File: config.mk
export PLATFORM = sky130hd
export DESIGN_NAME = load_store_unit
export DESIGN_NICKNAME = d
export VERILOG_FILES = /design/src/rtl/load_store_unit.sv
export SDC_FILE = /design/constraint.sdc
export NUM_CORES = 1
export LEC_CHECK = 0
export BUFFER_PORTS_ARGS = -buffer_cell sky130_fd_sc_hd__clkbuf_2
export CORE_UTILIZATION = 45
export CTS_CLUSTER_DIAMETER = 50
export DETAILED_ROUTE_END_ITERATION = 10
export PLACE_DENSITY_LB_ADDON = 0.12
export SYNTH_ARGS = -nofsm -noshare
export SYNTH_HDL_FRONTEND = slang
export SYNTH_SLANG_ARGS = --single-unit
File: constraint.sdc
create_clock -name CLK -period 3.4 [get_ports CLK]
set_clock_uncertainty 0.15 [all_clocks]
set_input_delay 0.51 -clock CLK [delete_from_list [all_inputs] [get_ports CLK]]
set_output_delay 0.51 -clock CLK [all_outputs]
set_load 0.02 [all_outputs]
File: src/rtl/load_store_unit.sv
// Single-issue RV32I load/store unit: decodes size/alignment, drives a word-wide
// synchronous data memory with byte enables and returns extended load data.
module load_store_unit #(
  parameter int unsigned ADDR_WIDTH = 10
) (
  input  logic                  CLK,
  input  logic                  RSTN,
  input  logic                  lsu_req_vld,
  output logic                  lsu_req_rdy,
  input  logic                  lsu_req_we,
  input  logic [31:0]           lsu_req_addr,
  input  logic [31:0]           lsu_req_wdata,
  input  logic [2:0]            lsu_req_funct3,
  output logic                  lsu_rsp_vld,
  output logic [31:0]           lsu_rsp_rdata,
  output logic                  lsu_rsp_err,
  output logic                  mem_en,
  output logic [ADDR_WIDTH-1:0] mem_addr,
  output logic [31:0]           mem_wdata,
  output logic [3:0]            mem_wen,
  input  logic [31:0]           mem_rdata,
  input  logic                  mem_rvld
);

  typedef enum logic [1:0] {StIdle, StIssue, StWait, StResp} state_e;

  state_e     state;
  logic [1:0] off;
  logic [2:0] funct3;
  logic       is_store;

  // Address bits above the memory word range are deliberately dropped (wrap).
  logic unused_addr;
  assign unused_addr = ^lsu_req_addr;

  function automatic logic is_illegal(input logic we, input logic [2:0] f3,
                                      input logic [1:0] a);
    logic bad;
    case (f3)
      3'b000:  bad = 1'b0;
      3'b001:  bad = a[0];
      3'b010:  bad = (a != 2'b00);
      3'b100:  bad = we;
      3'b101:  bad = we | a[0];
      default: bad = 1'b1;
    endcase
    return bad;
  endfunction

  function automatic logic [31:0] store_data(input logic [1:0] sz, input logic [31:0] d);
    logic [31:0] w;
    case (sz)
      2'b00:   w = {4{d[7:0]}};
      2'b01:   w = {2{d[15:0]}};
      default: w = d;
    endcase
    return w;
  endfunction

  function automatic logic [3:0] store_mask(input logic [1:0] sz, input logic [1:0] a);
    logic [3:0] m;
    case (sz)
      2'b00:   m = 4'b0001 << a;
      2'b01:   m = a[1] ? 4'b1100 : 4'b0011;
      default: m = 4'b1111;
    endcase
    return m;
  endfunction

  function automatic logic [31:0] load_ext(input logic [31:0] d, input logic [1:0] a,
                                           input logic [2:0] f3);
    logic [31:0] s;
    logic [31:0] r;
    s = d >> {a, 3'b000};
    case (f3)
      3'b000:  r = {{24{s[7]}}, s[7:0]};
      3'b001:  r = {{16{s[15]}}, s[15:0]};
      3'b100:  r = {24'b0, s[7:0]};
      3'b101:  r = {16'b0, s[15:0]};
      default: r = s;
    endcase
    return r;
  endfunction

  always_ff @(posedge CLK or negedge RSTN) begin
    if (!RSTN) begin
      state         <= StIdle;
      off           <= 2'b00;
      funct3        <= 3'b000;
      is_store      <= 1'b0;
      lsu_req_rdy   <= 1'b0;
      lsu_rsp_vld   <= 1'b0;
      lsu_rsp_rdata <= '0;
      lsu_rsp_err   <= 1'b0;
      mem_en        <= 1'b0;
      mem_addr      <= '0;
      mem_wdata     <= '0;
      mem_wen       <= 4'b0000;
    end else begin
      // Pulsed outputs default low; only the transitions below raise them.
      mem_en        <= 1'b0;
      mem_addr      <= '0;
      mem_wdata     <= '0;
      mem_wen       <= 4'b0000;
      lsu_rsp_vld   <= 1'b0;
      lsu_rsp_rdata <= '0;
      lsu_rsp_err   <= 1'b0;
      unique case (state)
        StIdle: begin
          lsu_req_rdy <= 1'b1;
          if (lsu_req_vld && lsu_req_rdy) begin
            lsu_req_rdy <= 1'b0;
            off         <= lsu_req_addr[1:0];
            funct3      <= lsu_req_funct3;
            is_store    <= lsu_req_we;
            if (is_illegal(lsu_req_we, lsu_req_funct3, lsu_req_addr[1:0])) begin
              state       <= StResp;
              lsu_rsp_vld <= 1'b1;
              lsu_rsp_err <= 1'b1;
            end else begin
              state    <= StIssue;
              mem_en   <= 1'b1;
              mem_addr <= lsu_req_addr[ADDR_WIDTH+1:2];
              if (lsu_req_we) begin
                mem_wdata <= store_data(lsu_req_funct3[1:0], lsu_req_wdata);
                mem_wen   <= store_mask(lsu_req_funct3[1:0], lsu_req_addr[1:0]);
              end
            end
          end
        end
        StIssue: begin
          if (is_store) begin
            state       <= StResp;
            lsu_rsp_vld <= 1'b1;
          end else begin
            state <= StWait;
          end
        end
        StWait: begin
          if (mem_rvld) begin
            state         <= StResp;
            lsu_rsp_vld   <= 1'b1;
            lsu_rsp_rdata <= load_ext(mem_rdata, off, funct3);
          end
        end
        StResp: begin
          state       <= StIdle;
          lsu_req_rdy <= 1'b1;
        end
        default: state <= StIdle;
      endcase
    end
  end

endmodule

==> results by group <==
Layout
  • Diode count: 0
  • Total of fill cells in the finished design: around 740
  • Commonest non-fill, non-tap cell in the layout: clkbuf_2
  • Layout overhead on the synthesized area: 28.0%
  • FF/Latch Area: 2250 um2
  • Final net count: approximately 620
  • Most frequent cells in the layout: 164 x clkbuf_2, 90 x dfrtp_1, 35 x nor2_1
  • Layout cells sized above 1: 0.369
  • Area taken by multi-input logic gates: about 1500 um2

Detailed routing
  • Overall via count from detail_route: 3145
  • Number of remaining DRC errors: 0
  • Vias per cell: between 5 and 6
  • Number of iterations in the first detailed-routing pass: 4
  • Antenna-violating nets left: 0
  • First DRT Iteration DRCs: ~140
  • Average wire per standard cell: ~15 um
  • Sum of routed wire length over all layers: 9430 um

Clock network
  • Inserted Clock Buffers: 9
  • TritonCTS clock tree: built
  • Num Clock Sinks: 90
  • Max Buffers Root-to-Sink: 2
  • Root Driver: clkbuf_8
  • Clock latency on the worst-skew pair: between 300 and 400 ps
  • Buffers inserted during post-CTS setup optimization: 0
  • CTS clock-pin slew for the worst setup and hold paths: about 80 ps
  • Count of hold-fix buffers inserted at cts: 0
  • Number of gates resized after CTS: 0
  • CTS HTree Levels: 3

Floorplanning
  • Total die area: 9000 um2
  • Number of placement rows: 33
  • Horiz. Die Dim: between 90 and 100 um
  • Initial Utilization: 0.468
  • Number of top-level pins: ~190
  • DIE HEIGHT: 94.9 um
  • Core footprint: roughly 8300 um2

Power and ir drop
  • Clock Power Share: 0.247
  • Total internal power: 2.05 mW
  • Standby leakage power: 2.80 nW
  • Post-route total power: about 3.1 mW
  • Max VDD drop: between 0.2 and 0.3 mV
  • Power dissipated by switching net loads: between 1 and 1.5 mW
  • Part of the power in registers: 0.424
  • Total power density per cell area: 634 nW/um2
  • Proportion of power drawn by combinational gates: 0.329
  • Sw frac: 0.350

STA
  • Final setup vio count: 0
  • Total count of hold-check failures in the final report: 0
  • RSZ-0062 raised after global routing: no
  • Minimum setup slack in the final design: 1100 ps
  • Maximum frequency from static timing analysis: roughly 430 MHz
  • Period utilization: 0.678
  • Max-Slew Margin vs Limit: 0.520
  • Final critical path time including I/O delays and setup: between 2000 and 2500 ps
  • Least-Margin Pin Slew: around 700 ps
  • Count of pins over their slew limit: 0
  • Total negative slack: 0 ps

Logic synthesis
  • Synth top area share: 0.580
  • Syn avg cell area: 11.0 um2
  • Async SR Flop Fraction: 1.00
  • Top cells by area, synth: dfrtp_1 58%, mux2i_1 8.8%, o21ai_0 3.9%
  • Most used DFF post-synth: dfrtp_1
  • EDFF count, synth: 0
  • Number of storage elements in the synthesis netlist: 90
  • Number of distinct standard cells referenced by the synthesized netlist: 34
  • Yosys synthesis warning count: 0
  • Cell count after synthesis: 352
  • Post-synth net total: 460
  • Sequential cell area fraction in the yosys report: 0.580
  • Library cell occupying the most area in the post-synthesis netlist: dfrtp_1
  • Netlist area before placement: between 3000 and 4000 um2

Global routing
  • Gr ovfl total: 0
  • First-pass GRT wire length: approximately 15000 um
  • Total global-route track usage: 0.217
  • Maximum number of pins on one net before global-route repair: between 50 and 60
  • Via count of the first global-routing pass: around 3000
  • Antenna violations before repair: 0

Critical path
  • Crit-path max FO: 18
  • Kind of cell adding the most delay to the critical path: flip-flops
  • CP endpoint kind: flop
  • Crit path arrival time: 2360 ps
  • Levels on crit path: 5
  • Slowest library cell on the worst path: dfrtp_1
  • CP max stage delay: about 810 ps
  • Buffers plus inverters on the worst setup path: 1
  • Kind of critical path: flop to flop
  • Worst-case reg-to-reg path depth: 5
  • Kind of start point of the critical path: flop
  • Critical path required time: 3450 ps
  • Sequence of cells on the critical path: buf_4, mux2i_1, nand3_1, o2111ai_2, o21ai_0

Place
  • Number of buffer cells added on primary ports: around 170
  • RD Place Congestion: between 0.8 and 0.9
  • Setup slack after placement: between 1000 and 1500 ps
  • DP Wirelength: roughly 6900 um

Status
  • Run status: completed

Flow run
  • MaxCap Viol Count: 0

Min path
  • Type of the worst min-delay path: input port to async pin
## cell usage after synthesis (2+ instances only)
master     n
buf_6      5
a31oi_1    2
a21oi_1   29
dfrtp_1   90
o21ai_0   30
buf_2      9
nor2b_1    9
inv_1      7
nand3_1    2
nor2_1    35
nor3_1     2
a21oi_2    2
ha_1       4
and3_1     8
a21o_1     8
nand2_1   24
and2_1    18
a211oi_1  14
clkbuf_1   6
mux2i_1   34
## sequential cells by signal, summed over array words and instances (netlist names)
signal / flops
state: 2
lsu_rsp_vld: 1
is_store: 1
mem_en: 1
funct3: 3
lsu_rsp_rdata: 32
off: 2
lsu_req_rdy: 1
mem_wen: 4
mem_wdata: 32
lsu_rsp_err: 1
mem_addr: 10
## final cells by class
cell class | count | area share
tap | 105 | 0.0264
clock inverter | 3 | 0.0131
multi-input combinational | 235 | 0.298
sequential | 90 | 0.453
clock buffer | 11 | 0.0284
inverter | 7 | 0.00529
timing repair buffer | 171 | 0.176
## final timing paths
path                       slack, ps                     endpoint            startpoint
setup / recovery                1100  lsu_rsp_rdata[22]$_DFF_PN0_    off[0]$_DFFE_PN0P_
hold / removal                    60  lsu_rsp_rdata[16]$_DFF_PN0_                  RSTN
setup reg to reg                1100  lsu_rsp_rdata[22]$_DFF_PN0_    off[0]$_DFFE_PN0P_
hold reg to reg                  350         is_store$_DFFE_PN0P_  is_store$_DFFE_PN0P_
max in group asynchronous       2300  lsu_rsp_rdata[23]$_DFF_PN0_                  RSTN
min in group CLK                 210        mem_addr[0]$_DFF_PN0_       lsu_req_addr[2]
## cell families after synthesis
kind of cell / Yosys count / synth area share
multiplexers: 36 / 0.0944
buffers and inverters: 27 / 0.0387
adder cells (fa/ha/maj): 4 / 0.0129
flip-flops: 90 / 0.580
AO/OA/AOI/OAI: 90 / 0.142
AND/OR/NAND/NOR: 105 / 0.132
## per-stage QoR
step / util / area [um2] / cells / hold WS [ps]
final: 0.599 / 4970 / 622 / 58.7
after global routing: 0.599 / 4970 / 622 / 94.7
after CTS: 0.599 / 4970 / 622 / 79.1
after detailed placement: 0.574 / 4760 / 608 / 325
after global placement: 0.574 / 4760 / 608 / 322
after floorplan: - / 3880 / 352 / 64.4
## routing by layer
layer	part of all wire	track usage
met1	0.41	0.266
met3	0.080	0.0725
met2	0.48	0.354
met5	0	0
met4	0.022	0.0833
## power by group through the flow
stage	logic (mW)	registers, mW	clock network, mW
floorplan	0.606	1.46	0
global placement	1.02	1.35	0
detailed placement	1.04	1.36	0
CTS	1.04	1.34	0.801
global route	1.15	1.36	0.842
finish	1.04	1.34	0.779
No activity file was read; power rests on OpenSTA's default activity.
